--- src/rtl/bidicntr_pkg.sv ---
// Shared types and constants for the bidirectional counter decoder.
package bidicntr_pkg;

    typedef enum logic [1:0] {
        SYNC,
        ACQ,
        LOCKED
    } state_t;

    typedef enum logic [1:0] {
        HOLD,
        UP,
        DOWN,
        JUMP
    } step_t;

    localparam logic DIR_UP   = 1'b1;
    localparam logic DIR_DOWN = 1'b0;

endpackage

--- src/rtl/bidicntr_if.sv ---
// Sample bus into the decoder and its decoded results back out.
interface bidicntr_if #(
    parameter int WIDTH  = 4,
    parameter int WRAP_W = 8
) ();

    logic              sample_en;
    logic [WIDTH-1:0]  count_in;
    logic              dir;
    logic              locked;
    logic              dir_chg;
    logic              wrap;
    logic              err;
    logic [WRAP_W-1:0] wrap_cnt;

    modport master (
        output sample_en, count_in,
        input  dir, locked, dir_chg, wrap, err, wrap_cnt
    );

    modport slave (
        input  sample_en, count_in,
        output dir, locked, dir_chg, wrap, err, wrap_cnt
    );

endinterface

--- src/rtl/bidicntr_step_cls.sv ---
// Combinational step classifier: sorts prev->count_in into HOLD/UP/DOWN/JUMP and flags wraps.
module bidicntr_step_cls
    import bidicntr_pkg::*;
#(
    parameter int WIDTH = 4
) (
    input  logic [WIDTH-1:0] prev,
    input  logic [WIDTH-1:0] count_in,
    output step_t            step,
    output logic             wrap
);

    logic [WIDTH-1:0] delta;

    // Modular subtraction: max->0 reads as +1 and 0->max as -1.
    assign delta = count_in - prev;

    always_comb begin
        // NOTE: every combinational output gets a default first so no path can infer a latch.
        step = JUMP;
        wrap = 1'b0;
        if (delta == WIDTH'(1)) begin
            step = UP;
            wrap = (prev == '1);
        end else if (delta == '1) begin
            step = DOWN;
            wrap = (prev == '0);
        end else if (delta == '0) begin
            step = HOLD;
        end
    end

endmodule

--- src/rtl/bidicntr_decoder.sv ---
// Decodes direction, lock, reversals, wraps and illegal jumps from a sampled counter bus.
// Optional wrap counter: define BIDICNTR_DEC_WRAP_CNT_EN to build it, otherwise wrap_cnt is 0.
module bidicntr_decoder
    import bidicntr_pkg::*;
#(
    parameter int WIDTH  = 4,
    parameter int LOCK_N = 2,
    parameter int WRAP_W = 8
) (
    input  logic      clk,
    input  logic      reset,
    bidicntr_if.slave bus
);

    state_t           state_q, state_d;
    logic [WIDTH-1:0] prev_q, prev_d;
    logic [3:0]       streak_q, streak_d;
    logic             dir_q, dir_d;
    logic             locked_q, locked_d;
    logic             dir_chg_q, dir_chg_d;
    logic             wrap_q, wrap_d;
    logic             err_q, err_d;

    step_t            step;
    logic             step_wrap;
    logic             step_dir;

    bidicntr_step_cls #(.WIDTH(WIDTH)) u_step_cls (
        .prev     (prev_q),
        .count_in (bus.count_in),
        .step     (step),
        .wrap     (step_wrap)
    );

    assign step_dir = (step == UP) ? DIR_UP : DIR_DOWN;

    always_ff @(posedge clk) begin
        // NOTE: sequential state uses non-blocking assignments so every flop sees pre-edge values.
        if (reset) begin
            state_q   <= SYNC;
            prev_q    <= '0;
            streak_q  <= '0;
            dir_q     <= DIR_DOWN;
            locked_q  <= 1'b0;
            dir_chg_q <= 1'b0;
            wrap_q    <= 1'b0;
            err_q     <= 1'b0;
        end else begin
            state_q   <= state_d;
            prev_q    <= prev_d;
            streak_q  <= streak_d;
            dir_q     <= dir_d;
            locked_q  <= locked_d;
            dir_chg_q <= dir_chg_d;
            wrap_q    <= wrap_d;
            err_q     <= err_d;
        end
    end

    always_comb begin
        state_d   = state_q;
        prev_d    = prev_q;
        streak_d  = streak_q;
        dir_d     = dir_q;
        locked_d  = locked_q;
        dir_chg_d = 1'b0;
        wrap_d    = 1'b0;
        err_d     = 1'b0;

        if (bus.sample_en) begin
            prev_d = bus.count_in;
            unique case (state_q)
                SYNC: state_d = ACQ;

                ACQ: begin
                    if (step == UP || step == DOWN) begin
                        wrap_d = step_wrap;
                        if (step_dir == dir_q) begin
                            streak_d = streak_q + 4'd1;
                        end else begin
                            streak_d = 4'd1;
                            dir_d    = step_dir;
                        end
                        if (streak_d == 4'(LOCK_N)) begin
                            state_d  = LOCKED;
                            locked_d = 1'b1;
                        end
                    end else if (step == JUMP) begin
                        err_d    = 1'b1;
                        streak_d = '0;
                    end
                end

                LOCKED: begin
                    if (step == UP || step == DOWN) begin
                        wrap_d = step_wrap;
                        if (step_dir != dir_q) begin
                            dir_d     = step_dir;
                            dir_chg_d = 1'b1;
                        end
                    end else if (step == JUMP) begin
                        err_d    = 1'b1;
                        locked_d = 1'b0;
                        streak_d = '0;
                        state_d  = ACQ;
                    end
                end

                default: state_d = SYNC;
            endcase
        end
    end

`ifdef BIDICNTR_DEC_WRAP_CNT_EN
    logic [WRAP_W-1:0] wrap_cnt_q;

    // Saturates at all ones; the wrap pulse itself keeps firing.
    always_ff @(posedge clk) begin
        if (reset) begin
            wrap_cnt_q <= '0;
        end else if (wrap_d && wrap_cnt_q != '1) begin
            wrap_cnt_q <= wrap_cnt_q + WRAP_W'(1);
        end
    end

    assign bus.wrap_cnt = wrap_cnt_q;
`else
    assign bus.wrap_cnt = '0;
`endif

    assign bus.dir     = dir_q;
    assign bus.locked  = locked_q;
    assign bus.dir_chg = dir_chg_q;
    assign bus.wrap    = wrap_q;
    assign bus.err     = err_q;

endmodule

--- src/flat_wrapper.sv ---
// flat-port wrapper written by rule: the top's interface ports become plain ports
module bidicntr_decoder_flat import bidicntr_pkg::*;
#(
    parameter int WIDTH  = 4,
    parameter int LOCK_N = 2,
    parameter int WRAP_W = 8
)
  (clk, reset, bus_sample_en, bus_count_in, bus_dir, bus_locked, bus_dir_chg, bus_wrap, bus_err, bus_wrap_cnt);
  bidicntr_if #(.WIDTH(WIDTH), .WRAP_W(WRAP_W)) bus_i ();
  input  logic clk;
  input  logic reset;
  input wire logic [$bits(bus_i.sample_en)-1:0] bus_sample_en;
  input wire logic [$bits(bus_i.count_in)-1:0] bus_count_in;
  output wire logic [$bits(bus_i.dir)-1:0] bus_dir;
  output wire logic [$bits(bus_i.locked)-1:0] bus_locked;
  output wire logic [$bits(bus_i.dir_chg)-1:0] bus_dir_chg;
  output wire logic [$bits(bus_i.wrap)-1:0] bus_wrap;
  output wire logic [$bits(bus_i.err)-1:0] bus_err;
  output wire logic [$bits(bus_i.wrap_cnt)-1:0] bus_wrap_cnt;
  assign bus_i.sample_en = bus_sample_en;
  assign bus_i.count_in = bus_count_in;
  assign bus_dir = bus_i.dir;
  assign bus_locked = bus_i.locked;
  assign bus_dir_chg = bus_i.dir_chg;
  assign bus_wrap = bus_i.wrap;
  assign bus_err = bus_i.err;
  assign bus_wrap_cnt = bus_i.wrap_cnt;
  bidicntr_decoder #(.WIDTH(WIDTH), .LOCK_N(LOCK_N), .WRAP_W(WRAP_W)) u_core (.clk(clk), .reset(reset), .bus(bus_i));
endmodule
--- config.mk ---
export PLATFORM = sky130hd
export DESIGN_NAME = bidicntr_decoder_flat
export DESIGN_NICKNAME = d
export VERILOG_FILES = /design/src/rtl/bidicntr_pkg.sv /design/src/rtl/bidicntr_if.sv /design/src/rtl/bidicntr_step_cls.sv /design/src/rtl/bidicntr_decoder.sv /design/src/flat_wrapper.sv
export SDC_FILE = /design/constraint.sdc
export NUM_CORES = 1
export LEC_CHECK = 0
export ABC_AREA = 1
export CAP_MARGIN = 20
export CORE_ASPECT_RATIO = 1.2
export CORE_UTILIZATION = 55
export DETAILED_ROUTE_END_ITERATION = 7
export PLACE_DENSITY = 0.83
export SYNTH_ARGS = -nofsm -noshare
export SYNTH_HDL_FRONTEND = slang
export SYNTH_SLANG_ARGS = --single-unit
--- constraint.sdc ---
create_clock -name clk -period 7 [get_ports clk]
set_input_delay 2.1 -clock clk [delete_from_list [all_inputs] [get_ports clk]]
set_output_delay 2.1 -clock clk [all_outputs]
set_load 0.005 [all_outputs]
==> impl_metrics.toml <==
[status]
status = "finished, final reports clean"

[worst_hold_path]
hold_class = "flip-flop to flip-flop"
worst_hold_path.num_cells = 2

[detailed_routing]
drc = 0
first_pass_iters = 5
antenna_left = 0
vias = 973
wl_mm = 2.339
wire_per_inst_um = 13.21
drt_iter0_drc = 36
via_per_inst = 5.497

[critical_path]
crit_required_ps = 7200
slowest_delay_ps = 460
ff2ff_path_depth = 16
worstPathMaxFanout = 6
worstSetupPathType = "input port to flip-flop"
cp.arrival_ps = 5230
critical-path-top-cell-by-count = "inv_1"
worstSetupStartpointType = "input port"
path_cells = "clkdlybuf4s50_1, inv_1, ha_1, fa_1, xor2_2, nand3_1, o21ai_0, inv_1, ha_1, nand2_1, inv_1, nand2_1, nor2_4, nand3_2, nand2_2, nand2_2, nor2_1, nor2_1"
crit_path_end_kind = "flip-flop"
slowest_stage = "clkdlybuf4s50_1"

[logic_synthesis]
ys.warnings.count = 0
synth_edf_count = 0
ys_seq_area_share_pct = 27.49
synth_cells = 146
synth_seq_cells = 15
synth_flop_cell = "dfxtp_1"
postSynth.asyncResetShare_pct = 0
yosysUniqueCellTypes = 32
syn_avg_cell_area_um2 = 7.481
syn_area_mm2 = 0.001092

[timing]
finalHoldViolations = 0
setup_viol = 0
slew_violations = 0
rsz0062_at_grt = "false"
fin_crit_sh_pct = 71.86
hold_ws_ps = 527.8
setup_tns_ps = 0
fmax_mhz = 198.8
period_needed_ps = 5030
finClkSkew_ps = 4.873
setup_ws_ps = 1970

[die]
dieArea_mm2 = 0.002169
dieWidth_um = 42.68
initial_core_util_pct = 59.03
dieHeight_um = 50.82
core-area_mm2 = 0.001851
rows = 17
pin_count = 20

[pwr]
static-leakage-power_nw = 0.5838
total_power_uw = 251.7
power.density_mw_per_mm2 = 208.1
ir_drop_uv = 91.98

[clock_network]
clkLatencyLatePin_ps = 300
root_buffer = "clkbuf_4"
cts_tree = "built"
clockBufferDepth = 2
cts_hold_buf = 0
htreeDepth = 1
postCtsSetupBuffers = 0
path_clk_slew_ps = 90
cts_resized = 0
numClockSinks = 15
cts_made_buffers = 3

[finish]
nets = 176
fill_cells = 163
diodes = 0
final_common_cell = "inv_1"
drive_above_1_share_pct = 10.13
final_cell_area_mm2 = 0.001210
layout_common_cells = "24 x inv_1, 17 x nand2_1, 15 x dfxtp_1"
areaGrowthSynthToFinish_pct = 10.77

[grt]
grt_max_degree = 13
grt_pass1_wl_mm = 4.036
antenna_found_initial = 0
grt_use_total_pct = 24.54
grt_pass1_vias = 972
gr-total-overflow = 0

[run]
cap_violations = 0

[placed_design]
port_buffers = 11
hpwl_mm = 1.781
place_ws_ps = 1710
gp_routability_congestion = 0.8878
placedInstanceArea_mm2 = 0.001182
## critical path: cells and delay by family
kind / cells / cell delay, ps
AOI/OAI and AO/OA: 1 / 160
xor gates and xnor gates: 1 / 320
adders and majority gates: 3 / 1000
buffers and inverters: 4 / 710
and+or+nand+nor: 9 / 960
## cell type report
class | instances | area (µm²) | share of cell area [%]
Clock buffer | 3 | 22.52 | 1.861
Clock inverter | 1 | 5.005 | 0.4137
Inverter | 25 | 93.84 | 7.756
Multi-Input combinational cell | 103 | 654.4 | 54.08
Sequential cell | 15 | 300.3 | 24.82
Tap cell | 19 | 23.77 | 1.965
Timing Repair Buffer | 11 | 110.1 | 9.100
## Yosys cell counts (2+ instances only)
| library cell | count | area, µm² |
|---|---|---|
| nand2_1 | 17 | 63.81 |
| buf_2 | 2 | 10.01 |
| dfxtp_1 | 15 | 300.3 |
| buf_4 | 8 | 60.06 |
| o21ai_0 | 11 | 55.05 |
| nand2_2 | 3 | 18.77 |
| xor2_1 | 2 | 17.52 |
| ha_1 | 9 | 112.6 |
| nand2_4 | 3 | 33.78 |
| a31oi_1 | 4 | 25.02 |
| inv_1 | 24 | 90.09 |
| nor2_1 | 14 | 52.55 |
| nand3_1 | 7 | 35.03 |
| a21oi_1 | 9 | 45.04 |
## layer usage
layer | GRT usage (%) | wire, µm | vias to the layer above
met5 | 0 | 0 | -
met4 | 17.19 | 72 | 0
met3 | 2.120 | 82 | 7
met2 | 44.70 | 1274 | 25
met1 | 25.94 | 910 | 455
li1 | - | - | 486
## through the flow
stage | cells | util [%]
finish | 177 | 65.38
global route | 177 | 65.38
CTS | 177 | 65.38
detailed placement | 173 | 63.89
global placement | 173 | 63.89
floorplan | 153 | -
## power by group
group	internal [mW]	switching [mW]	leakage, nW
Combinational	0.0362	0.0602	0.443
Sequential	0.0946	0.00919	0.123
Clock	0.0214	0.0302	0.0177
Total	0.152	0.0996	0.584
## registers in the layout (all words and copies together) (netlist names)
| name | flops |
|---|---|
| u_core.prev_q | 4 |
| u_core.bus.locked | 1 |
| u_core.bus.err | 1 |
| u_core.bus.wrap | 1 |
| u_core.state_q | 2 |
| u_core.bus.dir | 1 |
| u_core.bus.dir_chg | 1 |
| u_core.streak_q | 4 |
## logic make-up after synthesis
logic type	Yosys count	synth area share, %
AOI/OAI and AO/OA	30	16.27
DFF	15	27.49
other	1	0.3433
buffers and inverters	35	15.01
adders and majority gates	10	12.14
and+or+nand+nor	52	25.66
xor gates and xnor gates	3	3.093
## worst paths after layout
kind | slack (ps) | to | startpoint
setup / recovery | 1970 | u_core.state_q[0] | bus_count_in[0]
hold / removal | 530 | u_core.prev_q[2] | u_core.prev_q[2]
setup reg to reg | 3940 | u_core.state_q[0] | u_core.prev_q[0]
hold reg to reg | 530 | u_core.prev_q[2] | u_core.prev_q[2]
Power figures use the tool's default switching activity.
